<file path="config.mk">
export PLATFORM = sky130hd
export DESIGN_NAME = trigger_capture
export DESIGN_NICKNAME = d
export VERILOG_FILES = /design/src/rtl/trigger_capture.sv
export SDC_FILE = /design/constraint.sdc
export NUM_CORES = 2
export LEC_CHECK = 0
export BUFFER_PORTS_ARGS = -buffer_cell sky130_fd_sc_hd__buf_2
export CAP_MARGIN = 0
export CELL_PAD_IN_SITES_DETAIL_PLACEMENT = 1
export CELL_PAD_IN_SITES_GLOBAL_PLACEMENT = 1
export CORE_MARGIN = 2
export CORE_UTILIZATION = 40
export CTS_CLUSTER_DIAMETER = 40
export DETAILED_ROUTE_END_ITERATION = 6
export GPL_TIMING_DRIVEN = 1
export MAX_ROUTING_LAYER = met4
export PLACE_DENSITY = 0.7
export SLEW_MARGIN = 20
export SYNTH_ARGS = -nofsm -noshare
export SYNTH_HDL_FRONTEND = slang
export SYNTH_SLANG_ARGS = --single-unit
</file>
<file path="constraint.sdc">
create_clock -name clk -period 3.6 [get_ports clk]
set_clock_uncertainty 0.05 [all_clocks]
set_input_delay 0.54 -clock clk [delete_from_list [all_inputs] [get_ports clk]]
set_output_delay 0.54 -clock clk [all_outputs]
set_load 0.01 [all_outputs]
</file>
<file path="src/rtl/trigger_capture.sv">
// trigger_capture: hysteresis level trigger that captures a DEPTH-sample window around the trigger and streams it out
module trigger_capture #(
  parameter int DEPTH = 256,
  parameter int PRE = 64,
  parameter int HYST = 16
) (
  input  logic        clk,
  input  logic        rst_n,
  input  logic [11:0] data_in,
  input  logic        sample_en,
  input  logic [11:0] level,
  input  logic        slope,
  input  logic        arm,
  input  logic        force_trig,
  output logic [11:0] rd_data,
  output logic        rd_valid,
  input  logic        rd_ready,
  output logic        rd_last,
  output logic        armed,
  output logic        triggered,
  output logic        done
);
  localparam int AW = $clog2(DEPTH);
  typedef enum logic [2:0] {IDLE, PREFILL, WAIT_TRIG, POST, READOUT} state_t;
  state_t state_q, state_d;
  logic [AW-1:0] wp_q, wp_d, rp_q, rp_d, start_q, start_d;
  logic [AW:0] cnt_q, cnt_d, beat_q, beat_d;
  logic flag_q, flag_d, trig_q, trig_d, prime_q, prime_d;
  logic rd_valid_q, rd_valid_d, rd_last_q, rd_last_d, done_q, done_d;
  logic [11:0] rd_data_q, rd_data_d;
  logic [11:0] mem_q [DEPTH];
  logic [12:0] lo, hi;
  logic wr, rearm, fire, hit, load, last_xfer;
  always_comb begin
    lo = {1'b0, level} >= 13'(HYST) ? {1'b0, level} - 13'(HYST) : 13'd0;
    hi = {1'b0, level} + 13'(HYST) > 13'd4095 ? 13'd4095 : {1'b0, level} + 13'(HYST);
    rearm = slope ? {1'b0, data_in} >= hi : {1'b0, data_in} <= lo;
    fire = slope ? data_in <= level : data_in >= level;
    wr = sample_en && state_q inside {PREFILL, WAIT_TRIG, POST};
    hit = wr && state_q == WAIT_TRIG && (force_trig || (flag_q && fire));
    // prime_q inserts the extra cycle so the first beat appears two cycles into READOUT
    load = state_q == READOUT && prime_q && beat_q < (AW+1)'(DEPTH) && (!rd_valid_q || rd_ready);
    last_xfer = rd_valid_q && rd_ready && rd_last_q;
    state_d = state_q;
    wp_d = wr ? wp_q + 1'b1 : wp_q;
    cnt_d = wr ? cnt_q + 1'b1 : cnt_q;
    flag_d = wr && state_q != POST && rearm ? 1'b1 : flag_q;
    start_d = start_q;
    trig_d = trig_q;
    prime_d = state_q == READOUT;
    rp_d = load ? rp_q + 1'b1 : rp_q;
    beat_d = load ? beat_q + 1'b1 : beat_q;
    rd_data_d = load ? mem_q[rp_q] : rd_data_q;
    rd_last_d = load ? beat_q == (AW+1)'(DEPTH - 1) : rd_last_q;
    rd_valid_d = load || (rd_valid_q && !rd_ready);
    done_d = last_xfer;
    case (state_q)
      IDLE: if (arm) begin
        state_d = PREFILL;
        wp_d = '0;
        cnt_d = '0;
        flag_d = 1'b0;
        trig_d = 1'b0;
      end
      PREFILL: if (wr && cnt_q + 1'b1 == (AW+1)'(PRE)) state_d = WAIT_TRIG;
      WAIT_TRIG: if (hit) begin
        state_d = POST;
        start_d = wp_q - AW'(PRE);
        flag_d = 1'b0;
        trig_d = 1'b1;
        cnt_d = '0;
      end
      POST: if (wr && cnt_q + 1'b1 == (AW+1)'(DEPTH - PRE - 1)) begin
        state_d = READOUT;
        rp_d = start_q;
        beat_d = '0;
      end
      READOUT: if (last_xfer) begin
        state_d = IDLE;
        trig_d = 1'b0;
      end
      default: state_d = IDLE;
    endcase
  end
  always_ff @(posedge clk) begin
    if (!rst_n) begin
      state_q <= IDLE;
      wp_q <= '0;
      rp_q <= '0;
      start_q <= '0;
      cnt_q <= '0;
      beat_q <= '0;
      flag_q <= 1'b0;
      trig_q <= 1'b0;
      prime_q <= 1'b0;
      rd_valid_q <= 1'b0;
      rd_last_q <= 1'b0;
      done_q <= 1'b0;
      rd_data_q <= '0;
    end else begin
      state_q <= state_d;
      wp_q <= wp_d;
      rp_q <= rp_d;
      start_q <= start_d;
      cnt_q <= cnt_d;
      beat_q <= beat_d;
      flag_q <= flag_d;
      trig_q <= trig_d;
      prime_q <= prime_d;
      rd_valid_q <= rd_valid_d;
      rd_last_q <= rd_last_d;
      done_q <= done_d;
      rd_data_q <= rd_data_d;
    end
  end
  always_ff @(posedge clk) if (wr) mem_q[wp_q] <= data_in;
  assign rd_data = rd_data_q;
  assign rd_valid = rd_valid_q;
  assign rd_last = rd_last_q;
  assign armed = state_q inside {PREFILL, WAIT_TRIG, POST};
  assign triggered = trig_q;
  assign done = done_q;
endmodule
</file>
==> flow_summary_export.csv <==
group,metric,value,unit
timing,drv_slew,0,
yosys,synth_enable_flop_cells,3072,
yosys,ys.flop_type,"edfxtp_1",
yosys,netlist_instances,5787,
clock_network,cts_root_buffer,"clkbuf_16",
run_status,status,"complete, but fails checks",
timing,setup_viol,1,
global_routing,overflow,0,
timing,fmax,278,MHz
layout,layout.nets,6703,
placement,placed_area,132000,sq um
placement,portBuffers,47,
pwr,clock_power_share,49.9,%
yosys,yosys.cell_count.top_type,"edfxtp_1",
clock_network,clk-insertion-delay-late,960,ps
drt,wl_per_cell,33.7,um
setup_path,worstSetupStartpointType,"flip-flop",
setup_path,critPathKind,"flip-flop to flip-flop",
setup_path,ff2ff_setup_slack,-0.9,ps
layout,final_layout_size_suffix_gt1_share,32.2,%
placement,gp_congestion,0.925,
layout,syn_to_final_growth,19.4,%
timing,hold_viol_final,0,
pwr,powerDensity,564,nW/um^2
floorplan,num_rows,203,
clock_network,cts_tree,"done",
setup_path,crit_end,"rd_data[6]",
yosys,yosys_register_bits,3135,
setup_path,required,4330,ps
pwr,switching_power,17.4,mW
global_routing,antenna_found_initial,21,
yosys,yosys-top-cells-area,"edfxtp_1, mux4_2, mux2i_1, nor2_1, dfxtp_1",
timing,worst_slew_pin_slew,1120,ps
min_path,hold_class,"input pin to flip-flop",
yosys,synth_warnings,0,
setup_path,crit_fanout,43,
clock_network,numClockSinks,3135,
floorplan,die_area,311000,sq um
setup_path,rr_startpoint,"rp_q[1]",
setup_path,cp-startpoint,"rp_q[1]",
drt,totalWireLength,373000,um
timing,period_needed,3600,ps
yosys,synth_top_cell_area_share,75.2,%
drt,initialDrtViolationCount,8424,
yosys,synthTopCellsByCount,"edfxtp_1, mux4_2, nor2_1",
clock_network,cts_buffer_depth,4,
placement,hpwl,234000,um
floorplan,die_x,558,um
pwr,p_total,82.6,mW
floorplan,coreArea,306000,sq um
clock_network,htree_levels,5,
pwr,leakagePower,46.3,nW
min_path,worstHoldStart,"arm",
pwr,p_int,65.1,mW
global_routing,grt_pass1_wl,530000,um
job,maxCapViolCount,0,
setup_path,critical_path.reg2reg.endpoint,"rd_data[6]",
yosys,synth.distinct_cells,76,
floorplan,pin_count,48,
drt,postRouteAntennaNets,0,
pwr,ir_drop,0.465,mV
pwr,p_sw_share,21.1,%
yosys,synth_top_cell_by_area,"edfxtp_1",
setup_path,worstPathArrival,4330,ps
global_routing,grt_max_degree,225,
setup_path,rr_worst_depth,10,
clock_network,numCtsBuffers,405,
floorplan,initial_core_util,40.1,%
yosys,synth_fp_nets,5872,
drt,vias,65820,
floorplan,dieHeight,558,um
yosys,async_flop_share,0,%
global_routing,track_usage,24.7,%
run_status,violations,"setup timing",
drt,firstDrtPassIters,6,
drt,drc,0,
yosys,synthesis.area,123000,sq um
placement,dp_slack,-361,ps
yosys,ys_seq_area_share,76.2,%
yosys,postSynthAreaPerCell,21.2,sq um
timing,post-route-period-util,100,%
global_routing,grt_pass1_vias,68197,
timing,setup_ws,-0.866,ps
pwr,seq_power_share,48.6,%
clock_network,cts.clk_slew.worst_paths,60,ps
pwr,power_frac_comb,1.6,%
timing,max-slew-margin-rel,25.1,%
layout,final_area,146000,sq um
drt,avgViaCountPerCell,5.95,
setup_path,worst_setup_path_end_kind,"flip-flop",
[registers in the layout, summed over array words and instances (netlist names)]
register,count
mem_q,3072
flag_q,1
triggered,1
rd_last,1
done,1
cnt_q,9
prime_q,1
rd_valid,1
wp_q,8
beat_q,9
start_q,8
state_q,3
rd_data,12
rp_q,8
[repair_timing]
action                                  in CTS  in global routing
endpoints found under the hold margin       89                  2
hold buffers                                11                  1
gates resized for setup                      4                  1
endpoints found under the setup margin       3                  8
gates cloned                                 0                  0
setup buffers                                0                  6
[per-stage QoR]
| stage | hold WS, ps | std cells | TNS, ps | util [%] |
|---|---|---|---|---|
| 3_5_place_dp | 409 | 10291 | -685 | 43.3 |
| 3_3_place_gp | 401 | 10291 | -393 | 43.3 |
| 4_1_cts | 7.73 | 11048 | 0 | 47.9 |
| 6_report | 83.2 | 11067 | -0.866 | 47.9 |
| 2_1_floorplan | 390 | 5787 | 0 | - |
| 5_1_grt | 76.2 | 11061 | -9.27 | 47.9 |
[power by group through the flow]
stage	sequential [mW]	combinational (mW)	clock [mW]
final	40.1	1.29	41.2
after global routing	40.1	1.35	42.9
after CTS	40.1	1.28	41.6
after detailed placement	40.9	1.26	0
after global placement	40.9	1.19	0
after floorplan	40.9	0.219	0
[metal layers]
| layer | vias to the layer above | global-route usage, % | share of wire, % |
|---|---|---|---|
| met2 | 3763 | 37.8 | 47 |
| li1 | 26034 | - | - |
| met4 | 0 | 11.0 | 5.0 |
| met3 | 774 | 5.04 | 9.7 |
| met5 | - | - | 0 |
| met1 | 35249 | 31.9 | 38 |
[area by class of cell]
class                   instances  area [sq um]
diodes                         10          25.0
clock buffers                 453         10400
clock inverters               293          3390
fillers                     27787        159000
inverters                      27           114
multi-input cells            2291         27200
flip-flops and latches       3135         93500
well taps                    4100          5130
repair buffers                758          6660
[cell families after synthesis]
kind of cell / Yosys count / share of synthesized area [%]
mux: 987 / 15.9
simple gates: 722 / 2.55
fa+ha+maj: 54 / 0.551
compound gates: 490 / 2.79
xor+xnor: 38 / 0.271
flops: 3135 / 76.2
buf+inv: 361 / 1.69
[cell usage in the layout, fill, tap and decap left out, types with 46 or more instances in the layout]
cell | netlist | layout
edfxtp_1 | 3072 | 3072
dfxtp_1 | 63 | 56
ha_1 | 54 | 54
nor2_1 | 351 | 348
inv_6 | 0 | 46
buf_12 | 6 | 70
mux2i_1 | 209 | 209
a21oi_1 | 99 | 99
o22ai_1 | 53 | 53
o21ai_0 | 47 | 47
clkinvlp_4 | 0 | 55
buf_4 | 32 | 625
nand2_1 | 172 | 159
clkbuf_16 | 0 | 410
mux4_2 | 769 | 769
bufinv_16 | 0 | 50
nand3_1 | 50 | 49
a22oi_1 | 50 | 50
[critical path: stages, from the launching register on]
cell and delay (ps):
dfxtp_4 650, buf_12 290, buf_12 310, buf_4 260, mux4_2 330, a22oi_1 370
nand3_1 350, a21oi_1 450, nor2_1 70, o211ai_1 190, nand3_1 100
[worst min-delay path by stage]
stage                          to  slack (ps)  depth (start not counted)
floorplan               beat_q[8]         390                          2
global placement        beat_q[8]         400                          2
detailed placement      beat_q[8]         410                          2
CTS                 mem_q[242][7]           8                          1
global route           state_q[0]          80                          4
finish                 state_q[0]          80                          4
No activity file was read; power rests on OpenSTA's default activity.
